--- src/rtl/int_encoder.sv ---
// Interrupt request encoder feeding CP0.
// Captures rising edges on up to N_SRC interrupt lines into a pending
// register, masks them with Status.IM/IE/EXL, picks the highest-index
// eligible source and runs a request -> acknowledge -> eret handshake
// with the core, so each interrupt is raised, taken and retired once.
module int_encoder #(
    parameter int N_SRC  = 8,
    parameter int CODE_W = 3
) (
    input  logic              clk,
    input  logic              rst,
    input  logic [N_SRC-1:0]  iReq,
    input  logic [N_SRC-1:0]  iMask,
    input  logic              iIE,
    input  logic              iExl,
    input  logic              iAck,
    input  logic              iEret,
    input  logic [N_SRC-1:0]  iClr,
    output logic              oIrq,
    output logic [CODE_W-1:0] oCode,
    output logic [N_SRC-1:0]  oPending,
    output logic              oBusy
);

    typedef enum logic [1:0] {
        IDLE,
        REQ,
        SERVICE
    } state_t;

    state_t              state_q, state_d;
    logic [N_SRC-1:0]    req_q;
    logic [N_SRC-1:0]    pending_q, pending_d;
    logic [CODE_W-1:0]   code_q, code_d;

    logic [N_SRC-1:0]    rise;
    logic [N_SRC-1:0]    elig;
    logic [N_SRC-1:0]    ack_mask;
    logic [CODE_W-1:0]   win;
    logic                ack_ok;

    assign rise   = iReq & ~req_q;
    assign elig   = pending_q & iMask & {N_SRC{iIE & ~iExl}};
    // An acknowledge only counts while a request is actually outstanding.
    assign ack_ok = (state_q == REQ) && iAck;

    // Priority encoder: the last (highest) set index seen overrides lower ones.
    always_comb begin
        // NOTE: every variable written in always_comb gets a default first,
        // otherwise paths that skip the assignment infer a latch.
        win = '0;
        for (int i = 0; i < N_SRC; i++) begin
            if (elig[i]) win = CODE_W'(i);
        end
    end

    // Pending update: clears first, then new edges, so a same-cycle set wins.
    always_comb begin
        ack_mask = '0;
        if (ack_ok) ack_mask[code_q] = 1'b1;
        pending_d = (pending_q & ~(iClr | ack_mask)) | rise;
    end

    // Handshake next-state logic; the granted code only changes on leaving IDLE.
    always_comb begin
        state_d = state_q;
        code_d  = code_q;
        unique case (state_q)
            IDLE: begin
                if (elig != '0) begin
                    state_d = REQ;
                    code_d  = win;
                end
            end
            REQ: begin
                // Acknowledge beats withdrawal; no preemption while requesting.
                if (iAck)               state_d = SERVICE;
                else if (!elig[code_q]) state_d = IDLE;
            end
            SERVICE: begin
                if (iEret) state_d = IDLE;
            end
            default: state_d = IDLE;
        endcase
    end

    // State, edge-capture and pending registers.
    always_ff @(posedge clk or posedge rst) begin
        // NOTE: sequential state uses non-blocking assignments so every
        // register samples the pre-edge values of the others.
        if (rst) begin
            state_q   <= IDLE;
            req_q     <= '0;
            pending_q <= '0;
            code_q    <= '0;
        end else begin
            state_q   <= state_d;
            req_q     <= iReq;
            pending_q <= pending_d;
            code_q    <= code_d;
        end
    end

    assign oIrq     = (state_q == REQ);
    assign oBusy    = (state_q == SERVICE);
    assign oCode    = code_q;
    assign oPending = pending_q;

endmodule

--- config.mk ---
export PLATFORM = sky130hd
export DESIGN_NAME = int_encoder
export DESIGN_NICKNAME = d
export VERILOG_FILES = /design/src/rtl/int_encoder.sv
export SDC_FILE = /design/constraint.sdc
export NUM_CORES = 1
export LEC_CHECK = 0
export ABC_AREA = 1
export ABC_CLOCK_PERIOD_IN_PS = 1100
export CAP_MARGIN = 20
export CORE_MARGIN = 4
export CORE_UTILIZATION = 38
export CTS_CLUSTER_SIZE = 12
export DETAILED_ROUTE_END_ITERATION = 12
export GPL_ROUTABILITY_DRIVEN = 1
export PLACE_DENSITY = 0.86
export SYNTH_ARGS = -nofsm -noshare
export SYNTH_HDL_FRONTEND = slang
export SYNTH_SLANG_ARGS = --single-unit
--- constraint.sdc ---
create_clock -name clk -period 1.1 [get_ports clk]
set_input_delay 0.11 -clock clk [delete_from_list [all_inputs] [get_ports clk]]
set_output_delay 0.11 -clock clk [all_outputs]
set_load 0.05 [all_outputs]
==> results of run 1 <==
==> power by group <==
part / total [mW] / internal, mW / switching (mW) / leakage, nW
registers: 1.14 / 0.921 / 0.215 / 0.240
logic: 2.48 / 1.19 / 1.29 / 0.694
clock network: 0.413 / 0.142 / 0.271 / 0.0150
total: 4.03 / 2.26 / 1.77 / 0.949
==> registers in the layout, indices dropped and copies added (netlist names) <==
name and flops:
oCode 3, oPending 8, req_q 8, state_q 2
==> tightest hold or removal path: stages <==
cell	delay, ns
clkdlybuf4s50_1	0.40
inv_1	0.05
buf_4	0.28
==> synth_stat cells (2+ instances only) <==
cell | number | area share (%)
o21ai_1 | 2 | 0.96
inv_1 | 21 | 7.5
o21ai_0 | 10 | 4.8
nor2_2 | 2 | 1.2
a21oi_1 | 5 | 2.4
o22ai_1 | 5 | 3.0
nor2_4 | 2 | 2.2
a31oi_1 | 4 | 2.4
dfrtp_1 | 21 | 50
nand3_1 | 9 | 4.3
inv_2 | 3 | 1.1
nand2_2 | 4 | 2.4
nor2_1 | 12 | 4.3
nand2_1 | 24 | 8.6
==> through the flow <==
stage	setup WS, ns	util (%)
3_3_place_gp	-0.374	70.9
5_1_grt	-0.235	80.9
6_report	-0.182	80.9
3_5_place_dp	-0.437	70.9
2_1_floorplan	-0.160	-
4_1_cts	-0.160	78.7
==> routing by layer <==
metal	global-route usage, %	part of all wire [%]
met3	4.68	7.4
met4	9.91	4.8
met5	0	0
met1	27.1	38
met2	40.4	50
==> kinds of logic after synthesis <==
| logic type | Yosys count | synth area share (%) |
|---|---|---|
| buf+inv | 24 | 8.61 |
| compound gates | 28 | 15.1 |
| flops | 21 | 50.2 |
| simple gates | 57 | 26.1 |
==> final cells by class <==
class / count / share of cell area, %
flip-flops and latches: 21 / 26.3
inverters: 24 / 4.37
well taps: 30 / 1.82
repair buffers: 71 / 39.4
clock buffers: 4 / 1.28
multi-input cells: 85 / 26.9
==> path summary, 6_finish.rpt <==
| path | end | cells after the start | slack [ns] |
|---|---|---|---|
| min in group clk | req_q[7] | 1 | 0.24 |
| hold reg to reg | oPending[6] | 1 | 0.44 |
| setup / recovery | oIrq | 4 | -0.18 |
| max in group asynchronous | oCode[0] | 3 | 0.74 |
| hold / removal | req_q[4] | 3 | 0.11 |
| setup reg to reg | state_q[0] | 6 | -0.17 |
==> timing repair <==
item | 4_1_cts | 5_1_grt
gates cloned | 0 | 0
buffers inserted | 7 | 4
gates resized for setup | 42 | 7
pin swaps | 13 | 2
setup endpoints to repair | 23 | 26
==> flow_metrics.py, run 1 <==
metrics = {
    "setup_path": {
        "crit_chain": "inv_2 > nor2_4 > buf_6 > buf_12",
        "cp-startpoint": "state_q[0]",
        "start_kind": "flop",
        "cp_num_buf_inv": 3,
        "cp_max_fo": 4,
        "slowest_delay_ns": 0.47,
        "arrival_ns": 1.17,
        "crit_type": "flop to output pin",
        "crit_path_end_kind": "output pin",
        "worst_path_max_delay_cell": "dfrtp_2",
        "r2r_start": "oCode[2]",
        "crit_family": "flip-flops",
        "cp_data_required_time_ns": 0.99,
    },
    "grt": {
        "antenna_found_initial": 0,
        "gr-usage-all-layers_pct": 22.9,
        "grt_max_degree": 22,
        "grt_pass1_wl_mm": 6.09,
        "grt-ovfl-total": 0,
        "grt_pass1_vias": 1311,
    },
    "finish": {
        "final_area_mm2": 0.00206,
        "syn_to_final_growth_pct": 96.9,
        "diodes": 0,
        "final_common_cell": "clkdlybuf4s50_1",
        "fillers": 141,
        "nets": 236,
        "multi_input_area_um2": 553,
        "mostFrequentLayoutCells": "clkdlybuf4s50_1 (27), nand2_1 (18), inv_1 (17), buf_4 (17)",
        "stdcell_count": 235,
        "drive_above_1_share_pct": 47.8,
        "seq_area_um2": 542,
    },
    "synthesis": {
        "synth.distinct_cells": 20,
        "yosysWarnings": 0,
        "synth_seq_cells": 21,
        "syn_inst": 130,
        "ys_async_sr_fraction_pct": 100,
        "synth_edf_count": 0,
        "synth-main-ff-cell": "dfrtp_1",
        "yosysSeqAreaShare_pct": 50.2,
        "syn_area_mm2": 0.00105,
        "syn_avg_cell_area_um2": 8.05,
        "syn_nets": 160,
    },
    "power": {
        "peakVddDrop_mv": 2.05,
        "p_total_mw": 4.03,
        "power.density_mw_per_mm2": 1960,
        "p_leak_nw": 0.949,
    },
    "sta": {
        "hold_violations": 0,
        "post-route-min-period_ns": 1.28,
        "slew_violations": 0,
        "maxSlewHeadroom_pct": 80.5,
        "post-route-period-util_pct": 117,
        "worst_slack_ns": -0.182,
        "finalSetupTns_ns": -2.06,
        "setup_viol": 26,
        "fmax_mhz": 780,
        "fin_hold_ws_ns": 0.114,
        "grt_setup_unrepaired": "yes",
        "tightest_slew_ns": 0.292,
        "skew_ns": 0.00236,
    },
    "routing": {
        "ant_nets": 0,
        "drt_iter0_markers": 49,
        "viasPerCell": 5.34,
        "first_pass_iters": 4,
        "drt_wl_total_mm": 3.97,
        "routed-via-count": 1256,
        "post_drt_wl_per_cell_um": 16.9,
        "drc": 0,
    },
    "clock_tree": {
        "clk_pin_slew_ns": 0.13,
        "clock_path_buffers": 2,
        "numCtsBuffers": 3,
        "cts_hold_buf": 0,
        "clkLatencyLatePin_ns": 0.32,
        "cts_htree_levels": 1,
        "cts_root_buf": "clkbuf_4",
        "cts_tree": "built",
        "cts.sinks": 21,
    },
    "run_status": {
        "outcome": "complete, but fails checks",
        "violations": "setup timing",
    },
    "die": {
        "die_h_um": 60.5,
        "die_area_mm2": 0.00366,
        "initial_core_util_pct": 41.1,
        "die_w_um": 60.5,
        "pin_count": 43,
        "design.core.area_mm2": 0.00254,
        "std_cell_rows": 18,
    },
    "flow_run": {
        "max_cap_viol_count": 0,
    },
    "placed_design": {
        "gp_congestion": 0.939,
        "io_buffers": 42,
        "dp.cells": 220,
        "placed_cell_area_mm2": 0.00181,
        "place_hpwl_mm": 2.49,
    },
    "hold_path": {
        "holdCritPathClass": "input port to asynchronous set/reset pin",
    },
}
Note: power is estimated with default switching activity, not from simulation.
==> run 2: changes to the inputs <==
--- a/config.mk
+++ b/config.mk
@@ -14,6 +14,7 @@
 export DETAILED_ROUTE_END_ITERATION = 12
 export GPL_ROUTABILITY_DRIVEN = 1
 export PLACE_DENSITY = 0.86
+export RECOVER_POWER = 25
 export SYNTH_ARGS = -nofsm -noshare
 export SYNTH_HDL_FRONTEND = slang
 export SYNTH_SLANG_ARGS = --single-unit
==> flow_metrics.py, run 2 (synthesis results as in run 1) <==
metrics = {
    "run_status": {
        "outcome": "complete, but fails checks",
        "violations": "setup timing",
    },
    "routing": {
        "viasPerCell": 5.27,
        "first_pass_iters": 4,
        "routed-via-count": 1239,
        "drt_wl_total_mm": 3.96,
        "ant_nets": 0,
        "drc": 0,
        "drt_iter0_markers": 49,
        "post_drt_wl_per_cell_um": 16.9,
    },
    "clock_tree": {
        "clkLatencyLatePin_ns": 0.32,
        "cts_htree_levels": 1,
        "numCtsBuffers": 3,
        "clk_pin_slew_ns": 0.13,
        "cts_root_buf": "clkbuf_4",
        "cts_tree": "built",
        "cts_hold_buf": 0,
        "cts.sinks": 21,
        "clock_path_buffers": 2,
    },
    "setup_path": {
        "rr_worst_depth": 6,
        "ff2ff_setup_slack_ns": -0.16,
        "cp_data_required_time_ns": 0.99,
        "cp_max_fo": 4,
        "crit_path_end_kind": "output pin",
        "crit_type": "flop to output pin",
        "start_kind": "flop",
        "r2r-end": "state_q[0]",
        "r2r_start": "oCode[2]",
        "arrival_ns": 1.17,
    },
    "sta": {
        "setup_viol": 26,
        "hold_violations": 0,
        "grt_setup_unrepaired": "yes",
        "worst_slack_ns": -0.181,
        "fmax_mhz": 780,
        "tightest_slew_ns": 0.290,
        "slew_violations": 0,
        "finalSetupTns_ns": -2.03,
        "post-route-min-period_ns": 1.28,
        "post-route-period-util_pct": 116,
        "skew_ns": 0.00137,
        "fin_hold_ws_ns": 0.115,
        "maxSlewHeadroom_pct": 80.6,
    },
    "placed_design": {
        "place_hpwl_mm": 2.49,
        "gp_congestion": 0.939,
        "place_ws_ns": -0.437,
        "dp.cells": 220,
        "io_buffers": 42,
        "placed_cell_area_mm2": 0.00181,
    },
    "finish": {
        "final_area_mm2": 0.00206,
        "mostFrequentLayoutCells": "clkdlybuf4s50_1 (20), nand2_1 (18), inv_1 (17), buf_4 (17)",
        "syn_to_final_growth_pct": 96.9,
        "final_common_cell": "clkdlybuf4s50_1",
        "fillers": 141,
        "diodes": 0,
        "utilization_pct": 80.9,
        "drive_above_1_share_pct": 47.8,
        "nets": 236,
        "stdcell_count": 235,
    },
    "grt": {
        "grt_max_degree": 22,
        "grt_pass1_wl_mm": 6.09,
        "antenna_found_initial": 0,
        "gr-usage-all-layers_pct": 22.9,
        "grt-ovfl-total": 0,
        "grt_pass1_vias": 1311,
    },
    "flow_run": {
        "max_cap_viol_count": 0,
    },
    "power": {
        "peakVddDrop_mv": 2.05,
        "power.density_mw_per_mm2": 1950,
        "p_total_mw": 4.02,
        "p_leak_nw": 0.951,
    },
    "die": {
        "design.core.area_mm2": 0.00254,
        "die_h_um": 60.5,
        "initial_core_util_pct": 41.1,
        "pin_count": 43,
        "die_area_mm2": 0.00366,
        "std_cell_rows": 18,
        "die_w_um": 60.5,
    },
    "hold_path": {
        "holdCritPathClass": "input port to asynchronous set/reset pin",
    },
}
-- run 2: where the power goes --
part / leakage (nW) / internal [mW] / switching, mW
registers: 0.240 / 0.921 / 0.214
logic: 0.696 / 1.19 / 1.29
clock network: 0.0150 / 0.142 / 0.268
total: 0.951 / 2.25 / 1.77
-- run 2: worst max-delay path by stage --
| stage | from | to | depth (start not counted) |
|---|---|---|---|
| after floorplan | state_q[0] | oPending[0] | 7 |
| after detailed placement | iIE | oCode[1] | 10 |
| after global routing | oCode[0] | state_q[0] | 7 |
| after CTS | state_q[0] | oIrq | 4 |
| final | state_q[0] | oIrq | 4 |
| after global placement | iIE | oCode[1] | 10 |
-- run 2: worst max-delay path, cell delays in order, from the launching register on --
cell and delay, ns:
dfrtp_2 0.47, inv_2 0.09, nor2_4 0.04, buf_6 0.12
buf_12 0.14
-- run 2: routing by layer --
layer	vias up	GRT usage [%]	routed length (um)
met5	-	0	0
met4	0	9.91	160
met3	22	4.68	295
met2	70	40.4	1980
met1	572	27.1	1530
li1	575	-	-
-- run 2: layout make-up --
type                    instances  area, um^2  area share (%)
repair buffers                 71         811            39.4
multi-input cells              85         553            26.9
flip-flops and latches         21         542            26.3
inverters                      24        90.1            4.37
well taps                      30        37.5            1.82
clock buffers                   4        26.3            1.28
-- run 2: repair_timing --
item,CTS,global route
resized for setup,42,7
setup buffers,7,4
pin swaps,13,2
setup endpoints to repair,23,26
==> run 3: changes to the inputs <==
--- a/config.mk
+++ b/config.mk
@@ -8,6 +8,7 @@
 export ABC_AREA = 1
 export ABC_CLOCK_PERIOD_IN_PS = 1100
 export CAP_MARGIN = 20
+export CORE_ASPECT_RATIO = 1.75
 export CORE_MARGIN = 4
 export CORE_UTILIZATION = 38
 export CTS_CLUSTER_SIZE = 12
==> flow_metrics.py, run 3 (synthesis results as in run 1) <==
metrics = {
    "setup_path": {
        "rr_worst_depth": 8,
        "arrival_ns": 1.50,
        "ff2ff_setup_slack_ns": -0.20,
        "r2r_start": "oCode[0]",
        "worst_path_max_delay_cell": "dfrtp_2",
        "crit_family": "simple AND/OR/NAND/NOR gates",
        "start_kind": "flop",
        "slowest_delay_ns": 0.46,
        "cp_max_fo": 3,
        "crit_chain": "buf_6 > nand3_4 > inv_1 > nand2_1 > o21ai_1 > nor2_1 > nand3_1 > nand2_1",
        "cp_data_required_time_ns": 1.30,
        "cp_num_buf_inv": 2,
        "crit_type": "flop to flop",
        "cp_common_cell": "nand2_1",
        "crit_path_end_kind": "flop",
        "r2r-end": "state_q[0]",
    },
    "sta": {
        "fmax_mhz": 771,
        "post-route-period-util_pct": 118,
        "hold_violations": 0,
        "worst_slack_ns": -0.197,
        "tightest_slew_ns": 0.273,
        "setup_viol": 18,
        "post-route-min-period_ns": 1.30,
        "finalSetupTns_ns": -1.49,
        "slew_violations": 0,
        "maxSlewHeadroom_pct": 81.7,
        "skew_ns": 0.00202,
        "grt_setup_unrepaired": "yes",
    },
    "clock_tree": {
        "cts.sinks": 21,
        "cts_htree_levels": 1,
        "cts_root_buf": "clkbuf_8",
        "clkLatencyLatePin_ns": 0.26,
        "numCtsBuffers": 3,
        "cts_hold_buf": 0,
        "cts_tree": "built",
        "clk_pin_slew_ns": 0.07,
        "clock_path_buffers": 2,
    },
    "grt": {
        "grt_max_degree": 22,
        "grt-ovfl-total": 0,
        "antenna_found_initial": 0,
        "grt_pass1_vias": 1308,
        "gr-usage-all-layers_pct": 21.3,
        "grt_pass1_wl_mm": 5.71,
    },
    "die": {
        "die_w_um": 47.7,
        "die_area_mm2": 0.00369,
        "std_cell_rows": 24,
        "initial_core_util_pct": 41.0,
        "design.core.area_mm2": 0.00255,
        "pin_count": 43,
        "die_h_um": 77.4,
    },
    "placed_design": {
        "place_hpwl_mm": 2.66,
        "dp.cells": 219,
        "io_buffers": 42,
        "placed_cell_area_mm2": 0.00182,
        "gp_congestion": 0.881,
    },
    "power": {
        "peakVddDrop_mv": 1.22,
        "p_int_mw": 2.50,
        "clkPwrFrac_pct": 11.5,
        "p_leak_nw": 0.968,
        "comb_power_share_pct": 62.4,
        "switching_share_pct": 43.2,
        "seqPwrFrac_pct": 26.1,
        "power.density_mw_per_mm2": 2040,
        "switching_power_mw": 1.90,
    },
    "finish": {
        "drive_above_1_share_pct": 51.7,
        "final_common_cell": "clkdlybuf4s50_1",
        "final_area_mm2": 0.00216,
        "mostFrequentLayoutCells": "clkdlybuf4s50_1 (20), nand2_1 (18), buf_6 (18)",
        "stdcell_count": 231,
        "nets": 236,
        "utilization_pct": 84.8,
        "syn_to_final_growth_pct": 107,
        "diodes": 0,
    },
    "routing": {
        "viasPerCell": 5.50,
        "first_pass_iters": 4,
        "drc": 0,
        "routed-via-count": 1271,
        "drt_iter0_markers": 34,
        "post_drt_wl_per_cell_um": 16.9,
        "ant_nets": 0,
        "drt_wl_total_mm": 3.89,
    },
    "flow_run": {
        "max_cap_viol_count": 0,
    },
    "run_status": {
        "violations": "setup timing",
        "outcome": "complete, but fails checks",
    },
    "hold_path": {
        "holdCritPathClass": "input port to asynchronous set/reset pin",
    },
}
## run 3: area by class of cell
type	instances	area [um^2]
well taps	26	32.5
clock buffers	4	45.0
repair buffers	71	833
multi-input cells	85	618
flip-flops and latches	21	539
fillers	133	389
inverters	24	95.1
## run 3: worst reg2reg max path, delay by kind of cell (launching register included)
kind	cells	cell delay, ns
buf+inv	2	0.19
simple gates	5	0.52
compound gates	1	0.07
flops	1	0.46
## run 3: worst max-delay path by stage
stage               depth (start not counted)  startpoint           to  slack [ns]
floorplan                                   7  state_q[0]  oPending[0]       -0.16
global placement                           10         iIE     oCode[1]       -0.37
detailed placement                         10         iIE     oCode[2]       -0.40
CTS                                         3    oCode[0]     oCode[0]       -0.11
global route                                8    oCode[0]   state_q[0]       -0.26
finish                                      8    oCode[0]   state_q[0]       -0.20
## run 3: timing repair
action                     4_1_cts  5_1_grt
setup buffers                    5        4
setup endpoints to repair       16       25
pin swaps                        8       15
resized for setup               39       30
## run 3: power groups by stage
| stage | clock network (mW) | registers [mW] | logic (mW) |
|---|---|---|---|
| floorplan | 0 | 1.37 | 0.658 |
| finish | 0.508 | 1.15 | 2.75 |
| global placement | 0 | 1.08 | 2.01 |
| CTS | 0.523 | 1.11 | 2.45 |
| detailed placement | 0 | 1.10 | 2.05 |
| global route | 0.574 | 1.16 | 2.88 |
## run 3: through the flow
stage / hold WS, ns / total power [mW] / setup slack (ns)
floorplan: 0.0858 / 2.02 / -0.160
global placement: 0.394 / 3.10 / -0.369
detailed placement: 0.401 / 3.14 / -0.396
CTS: 0.176 / 4.08 / -0.106
global route: 0.179 / 4.62 / -0.259
finish: 0.168 / 4.40 / -0.197
## run 3: routing by layer
layer / vias to the layer above / global-route usage (%) / wire length [um]
li1: 581 / - / -
met5: - / 0 / 0
met4: 0 / 8.89 / 130
met3: 13 / 5.32 / 251
met1: 613 / 20.6 / 1180
met2: 64 / 39.1 / 2330
